`src/rtl/ccff_loader_pkg.sv`:
```
// Shared definitions for the configuration-chain loader.
package ccff_loader_pkg;

  typedef enum logic [1:0] {
    ST_IDLE  = 2'd0,
    ST_FETCH = 2'd1,
    ST_SHIFT = 2'd2,
    ST_PUSH  = 2'd3
  } ccff_state_t;

endpackage

```
`src/rtl/ccff_word_serdes.sv`:
```
// Word-wide PISO toward ccff_head and SIPO from ccff_tail, sharing one bit index.
module ccff_word_serdes #(
  parameter int WORD_W = 32,
  localparam int IDX_W = $clog2(WORD_W)
) (
  input  logic              prog_clk,
  input  logic              prog_reset_n,
  input  logic              load,
  input  logic              shift,
  input  logic [WORD_W-1:0] load_word,
  input  logic              tail_bit,
  output logic              head_bit,
  output logic              last_bit,
  output logic [WORD_W-1:0] rb
);

  logic [WORD_W-1:0] word_q;
  logic [IDX_W-1:0]  bit_idx;

  // Loading clears rb so the unshifted positions of a partial word read back as 0.
  always_ff @(posedge prog_clk or negedge prog_reset_n) begin
    if (!prog_reset_n) begin
      word_q  <= '0;
      rb      <= '0;
      bit_idx <= '0;
    end else if (load) begin
      word_q  <= load_word;
      rb      <= '0;
      bit_idx <= '0;
    end else if (shift) begin
      rb[bit_idx] <= tail_bit;
      bit_idx     <= bit_idx + IDX_W'(1);
    end
  end

  assign head_bit = word_q[bit_idx];
  assign last_bit = (bit_idx == IDX_W'(WORD_W - 1));

endmodule

```
`src/rtl/ccff_loader.sv`:
```
// Streams bitstream words serially into the fabric config chain and returns the bits shifted out.
//
// state  | meaning
// IDLE   | waiting for start, total_cnt held at 0
// FETCH  | s_ready high, waiting for the next bitstream word
// SHIFT  | one chain bit per cycle, tail bit captured into the readback word
// PUSH   | readback word offered on m_valid/m_data until accepted
module ccff_loader
  import ccff_loader_pkg::*;
#(
  parameter int WORD_W    = 32,
  parameter int CHAIN_LEN = 4096
) (
  input  logic              prog_clk,
  input  logic              prog_reset_n,
  input  logic              start,
  input  logic              s_valid,
  output logic              s_ready,
  input  logic [WORD_W-1:0] s_data,
  output logic              m_valid,
  input  logic              m_ready,
  output logic [WORD_W-1:0] m_data,
  output logic              ccff_head,
  output logic              ccff_shift_en,
  input  logic              ccff_tail,
  output logic              busy,
  output logic              done
);

  localparam int CNT_W = $clog2(CHAIN_LEN + 1);

  ccff_state_t       state_q, state_d;
  logic [CNT_W-1:0]  total_cnt;
  logic              done_q;
  logic              load;
  logic              shift;
  logic              head_bit;
  logic              last_bit;
  logic [WORD_W-1:0] rb;
  logic              chain_last;
  logic              chain_full;

  assign chain_last = (total_cnt == CNT_W'(CHAIN_LEN - 1));
  assign chain_full = (total_cnt == CNT_W'(CHAIN_LEN));

  always_ff @(posedge prog_clk or negedge prog_reset_n) begin
    if (!prog_reset_n) begin
      state_q <= ST_IDLE;
    end else begin
      state_q <= state_d;
    end
  end

  always_comb begin
    state_d = state_q;
    load    = 1'b0;
    shift   = 1'b0;
    case (state_q)
      ST_IDLE: begin
        if (start) state_d = ST_FETCH;
      end
      ST_FETCH: begin
        if (s_valid) begin
          load    = 1'b1;
          state_d = ST_SHIFT;
        end
      end
      ST_SHIFT: begin
        shift = 1'b1;
        if (last_bit || chain_last) state_d = ST_PUSH;
      end
      ST_PUSH: begin
        if (m_ready) state_d = chain_full ? ST_IDLE : ST_FETCH;
      end
      default: state_d = ST_IDLE;
    endcase
  end

  always_ff @(posedge prog_clk or negedge prog_reset_n) begin
    if (!prog_reset_n) begin
      total_cnt <= '0;
    end else if (state_q == ST_IDLE) begin
      total_cnt <= '0;
    end else if (shift) begin
      total_cnt <= total_cnt + CNT_W'(1);
    end
  end

  // done is registered so m_ready has no combinational path to an output.
  always_ff @(posedge prog_clk or negedge prog_reset_n) begin
    if (!prog_reset_n) begin
      done_q <= 1'b0;
    end else begin
      done_q <= (state_q == ST_PUSH) && m_ready && chain_full;
    end
  end

  ccff_word_serdes #(
    .WORD_W (WORD_W)
  ) u_serdes (
    .prog_clk     (prog_clk),
    .prog_reset_n (prog_reset_n),
    .load         (load),
    .shift        (shift),
    .load_word    (s_data),
    .tail_bit     (ccff_tail),
    .head_bit     (head_bit),
    .last_bit     (last_bit),
    .rb           (rb)
  );

  assign s_ready       = (state_q == ST_FETCH);
  assign m_valid       = (state_q == ST_PUSH);
  assign m_data        = rb;
  assign ccff_shift_en = (state_q == ST_SHIFT);
  assign ccff_head     = ccff_shift_en & head_bit;
  assign busy          = (state_q != ST_IDLE);
  assign done          = done_q;

endmodule

```
`config.mk`:
```
export PLATFORM = sky130hd
export DESIGN_NAME = ccff_loader
export DESIGN_NICKNAME = d
export VERILOG_FILES = /design/src/rtl/ccff_loader_pkg.sv /design/src/rtl/ccff_word_serdes.sv /design/src/rtl/ccff_loader.sv
export SDC_FILE = /design/constraint.sdc
export NUM_CORES = 1
export LEC_CHECK = 0
export ABC_AREA = 0
export ABC_CLOCK_PERIOD_IN_PS = 4300
export BUFFER_PORTS_ARGS = -buffer_cell sky130_fd_sc_hd__buf_4
export CAP_MARGIN = 20
export CORE_ASPECT_RATIO = 1.2
export CORE_MARGIN = 2
export CORE_UTILIZATION = 60
export DETAILED_ROUTE_END_ITERATION = 7
export PLACE_DENSITY = 0.89
export RECOVER_POWER = 25
export SYNTH_ARGS = -nofsm -noshare
export SYNTH_HDL_FRONTEND = slang
export SYNTH_SLANG_ARGS = --single-unit
```
`constraint.sdc`:
```
create_clock -name prog_clk -period 4.3 [get_ports prog_clk]
set_input_delay 0.43 -clock prog_clk [delete_from_list [all_inputs] [get_ports prog_clk]]
set_output_delay 0.43 -clock prog_clk [all_outputs]
set_load 0.05 [all_outputs]
```
==> flow_summary.json <==
{
  "status": "finished, violations left",
  "violations": "max-capacitance violations, max-slew violations",
  "power_frac_clock_pct": 21.9,
  "io_pins": 76,
  "cts_setup_buffers": 0,
  "synth-async-reset-ratio_pct": 100,
  "drc": 0,
  "cp.depth": 5,
  "synthDistinctLibCells": 49,
  "utilization_pct": 73.3,
  "synth_fp_nets": 435,
  "yosysSeqAreaShare_pct": 50.7,
  "path_clk_slew_ns": 0.09,
  "ys_ff_latch": 85,
  "fillers": 476,
  "synth_edf_count": 0,
  "seqPwrFrac_pct": 42.6,
  "io_buffers": 75,
  "synthXorXnorAreaFrac_pct": 2.51,
  "final_nets": 497,
  "reg2reg_slack_ns": 1.90,
  "worstPathCellList": "mux2_2 > a32o_1 > a211o_1 > o31a_1 > buf_4",
  "coreArea_mm2": 0.00681,
  "tns_ns": 0,
  "reg2reg_to": "u_serdes.rb[21]",
  "rr_worst_depth": 6,
  "slowest_stage": "dfrtp_1",
  "design_power_total_mw": 2.84,
  "clock_latency_ns": 0.37,
  "num_vias": 3199,
  "floorplan.rows": 33,
  "peakVddDrop_mv": 0.437,
  "final_common_cell": "dfrtp_1",
  "routed_via_density": 5.94,
  "maxSlewHeadroom_pct": -23.6,
  "layout_setup_ws_ns": 1.21,
  "cp_data_required_time_ns": 3.87,
  "grt_pass1_vias": 3233,
  "grt_max_degree": 86,
  "yosysWarnings": 0,
  "synth.mux.area_fraction_pct": 15.6,
  "track_usage_pct": 25.6,
  "area_growth_pct": 19.1,
  "synth_area_mm2": 0.00419,
  "critPathMaxFanout": 17,
  "cpPeakStageDelay_ns": 0.83,
  "synth_flop_cell": "dfrtp_1",
  "die_y_um": 95.6,
  "gp_congestion": 0.797,
  "hold_viol_final": 0,
  "post_cts_resized": 0,
  "synth_cells": 385,
  "clockBufferDepth": 2,
  "diodes": 0,
  "p_sw_mw": 1.04,
  "synth_simple_gate_area_share_pct": 14.4,
  "comb_power_share_pct": 35.6,
  "powerDensity_mw_per_mm2": 568,
  "placed_area_mm2": 0.00477,
  "fin_worst_skew_ns": 0.0121,
  "drive_gt1_share_pct": 29.4,
  "overflow": 0,
  "synth_top_family_by_area": "multiplexers",
  "setup_viol": 0,
  "tightest_slew_ns": 1.85,
  "place_inst": 521,
  "design_area_mm2": 0.00499,
  "wl_per_cell_um": 16.8,
  "holdWs_ns": 0.292,
  "drt_iter0_drc": 266,
  "routed_wl_um": 9070,
  "critical_path.top_delay_family": "compound AO/OA/AOI/OAI gates",
  "hold_class": "input port to register",
  "antenna_found_initial": 0,
  "power.internal_mw": 1.80,
  "dieArea_mm2": 0.00767,
  "p_leak_nw": 2.24,
  "crit_path_start_kind": "register",
  "seq_area_mm2": 0.00213,
  "cts_tree": "yes",
  "crit_type": "register to primary output",
  "cts_htree_levels": 3,
  "root_buffer": "clkbuf_8",
  "post-place-ws_ns": 1.62,
  "max_freq_mhz": 324,
  "stdcell_count": 539,
  "reg2reg_from": "state_q[0]",
  "die_w_um": 80.3,
  "avgSynthCellArea_um2": 10.9,
  "cts_sinks": 85,
  "fin_crit_sh_pct": 71.7,
  "grt_pass1_wl_um": 15200,
  "cp-startpoint": "u_serdes.bit_idx[1]",
  "ant_nets": 0,
  "rsz0062_at_grt": "false",
  "synth_compound_area_share_pct": 9.28,
  "critPathArrivalTime_ns": 2.66,
  "dpl.hpwl_um": 6160,
  "min_period_ns": 3.09,
  "cp-end-kind": "primary output",
  "synth_adder_area_share_pct": 3.58,
  "cts_inserted_buffers": 9,
  "worst-path-buf-inv": 1,
  "critical_path.endpoint": "ccff_head",
  "swShare_pct": 36.6,
  "dr.pass1.iters": 4,
  "slew_violations": 79,
  "initial_core_util_pct": 61.5,
  "multi_input_area_mm2": 0.00190,
  "drv_cap": 1,
  "final_cell_mix": "85 x dfrtp_1, 75 x buf_4, 36 x nor2_1"
}
-- cells in the mapped netlist, drive strengths merged, types with 6 or more instances --
master	number	area [um2]
dfrtp	85	2130
nor2	36	135
mux2	35	394
o21ai	28	140
a21oi	27	135
or3	27	169
clkbuf	21	78.8
mux2i	17	170
inv	14	52.6
ha	12	150
xnor2	9	78.8
nand2	8	30.0
buf	6	27.5
nand4	6	43.8
-- final cells by class --
class	count	share of cell area (%)
Sequential cell	85	42.6
Tap cell	87	2.18
Inverter	15	1.13
Clock inverter	5	1.68
Multi-Input combinational cell	258	38.1
Clock buffer	11	2.63
Timing Repair Buffer	78	11.7
-- power by group through the flow --
stage	Clock, mW	Combinational (mW)	Sequential (mW)
2_1_floorplan	0	0.755	1.19
3_3_place_gp	0	0.959	1.20
3_5_place_dp	0	1.00	1.22
4_1_cts	0.631	1.01	1.20
5_1_grt	0.660	1.10	1.23
6_report	0.620	1.01	1.21
-- worst min-delay path by stage --
stage | cells after the start | slack, ns | to | start
floorplan | 0 | 0.13 | done | prog_reset_n
global placement | 1 | 0.49 | u_serdes.word_q[27] | u_serdes.word_q[27]
detailed placement | 1 | 0.50 | u_serdes.word_q[27] | u_serdes.word_q[27]
CTS | 2 | 0.28 | u_serdes.word_q[15] | s_data[15]
global route | 2 | 0.28 | u_serdes.word_q[13] | s_data[13]
finish | 2 | 0.29 | u_serdes.word_q[17] | s_data[17]
-- repair_timing --
action	in CTS	in global routing
endpoints found under the setup margin	0	0
hold endpoints to repair	0	7
hold buffers	0	1
-- registers in the layout, indices dropped and copies added, names as in the netlist --
signal / count
done: 1
u_serdes.word_q: 32
u_serdes.rb: 32
state_q: 2
u_serdes.bit_idx: 5
total_cnt: 13
-- cells by family (layout without fill, tap and decap cells) --
family,Yosys count,in the layout
compound gates,68,68
fa+ha+maj,12,12
flops,85,85
simple gates,110,110
buf+inv,42,109
xor+xnor,12,12
mux,56,56
-- layer usage --
layer	share of wire (%)	track usage, %	up-vias
met4	2.3	10.7	0
met5	0	0	-
met2	53	44.2	90
met3	4.2	4.83	23
li1	-	-	1495
met1	41	31.4	1591
-- worst register-to-register path: stages (launching register included) --
cell and delay (ns):
dfrtp_1 0.41, inv_1 0.16, ha_1 0.64, nand2_1 0.46, nor2_1 0.27, mux2i_1 0.25, nor2_1 0.06
(Power assumes the default switching activity.)
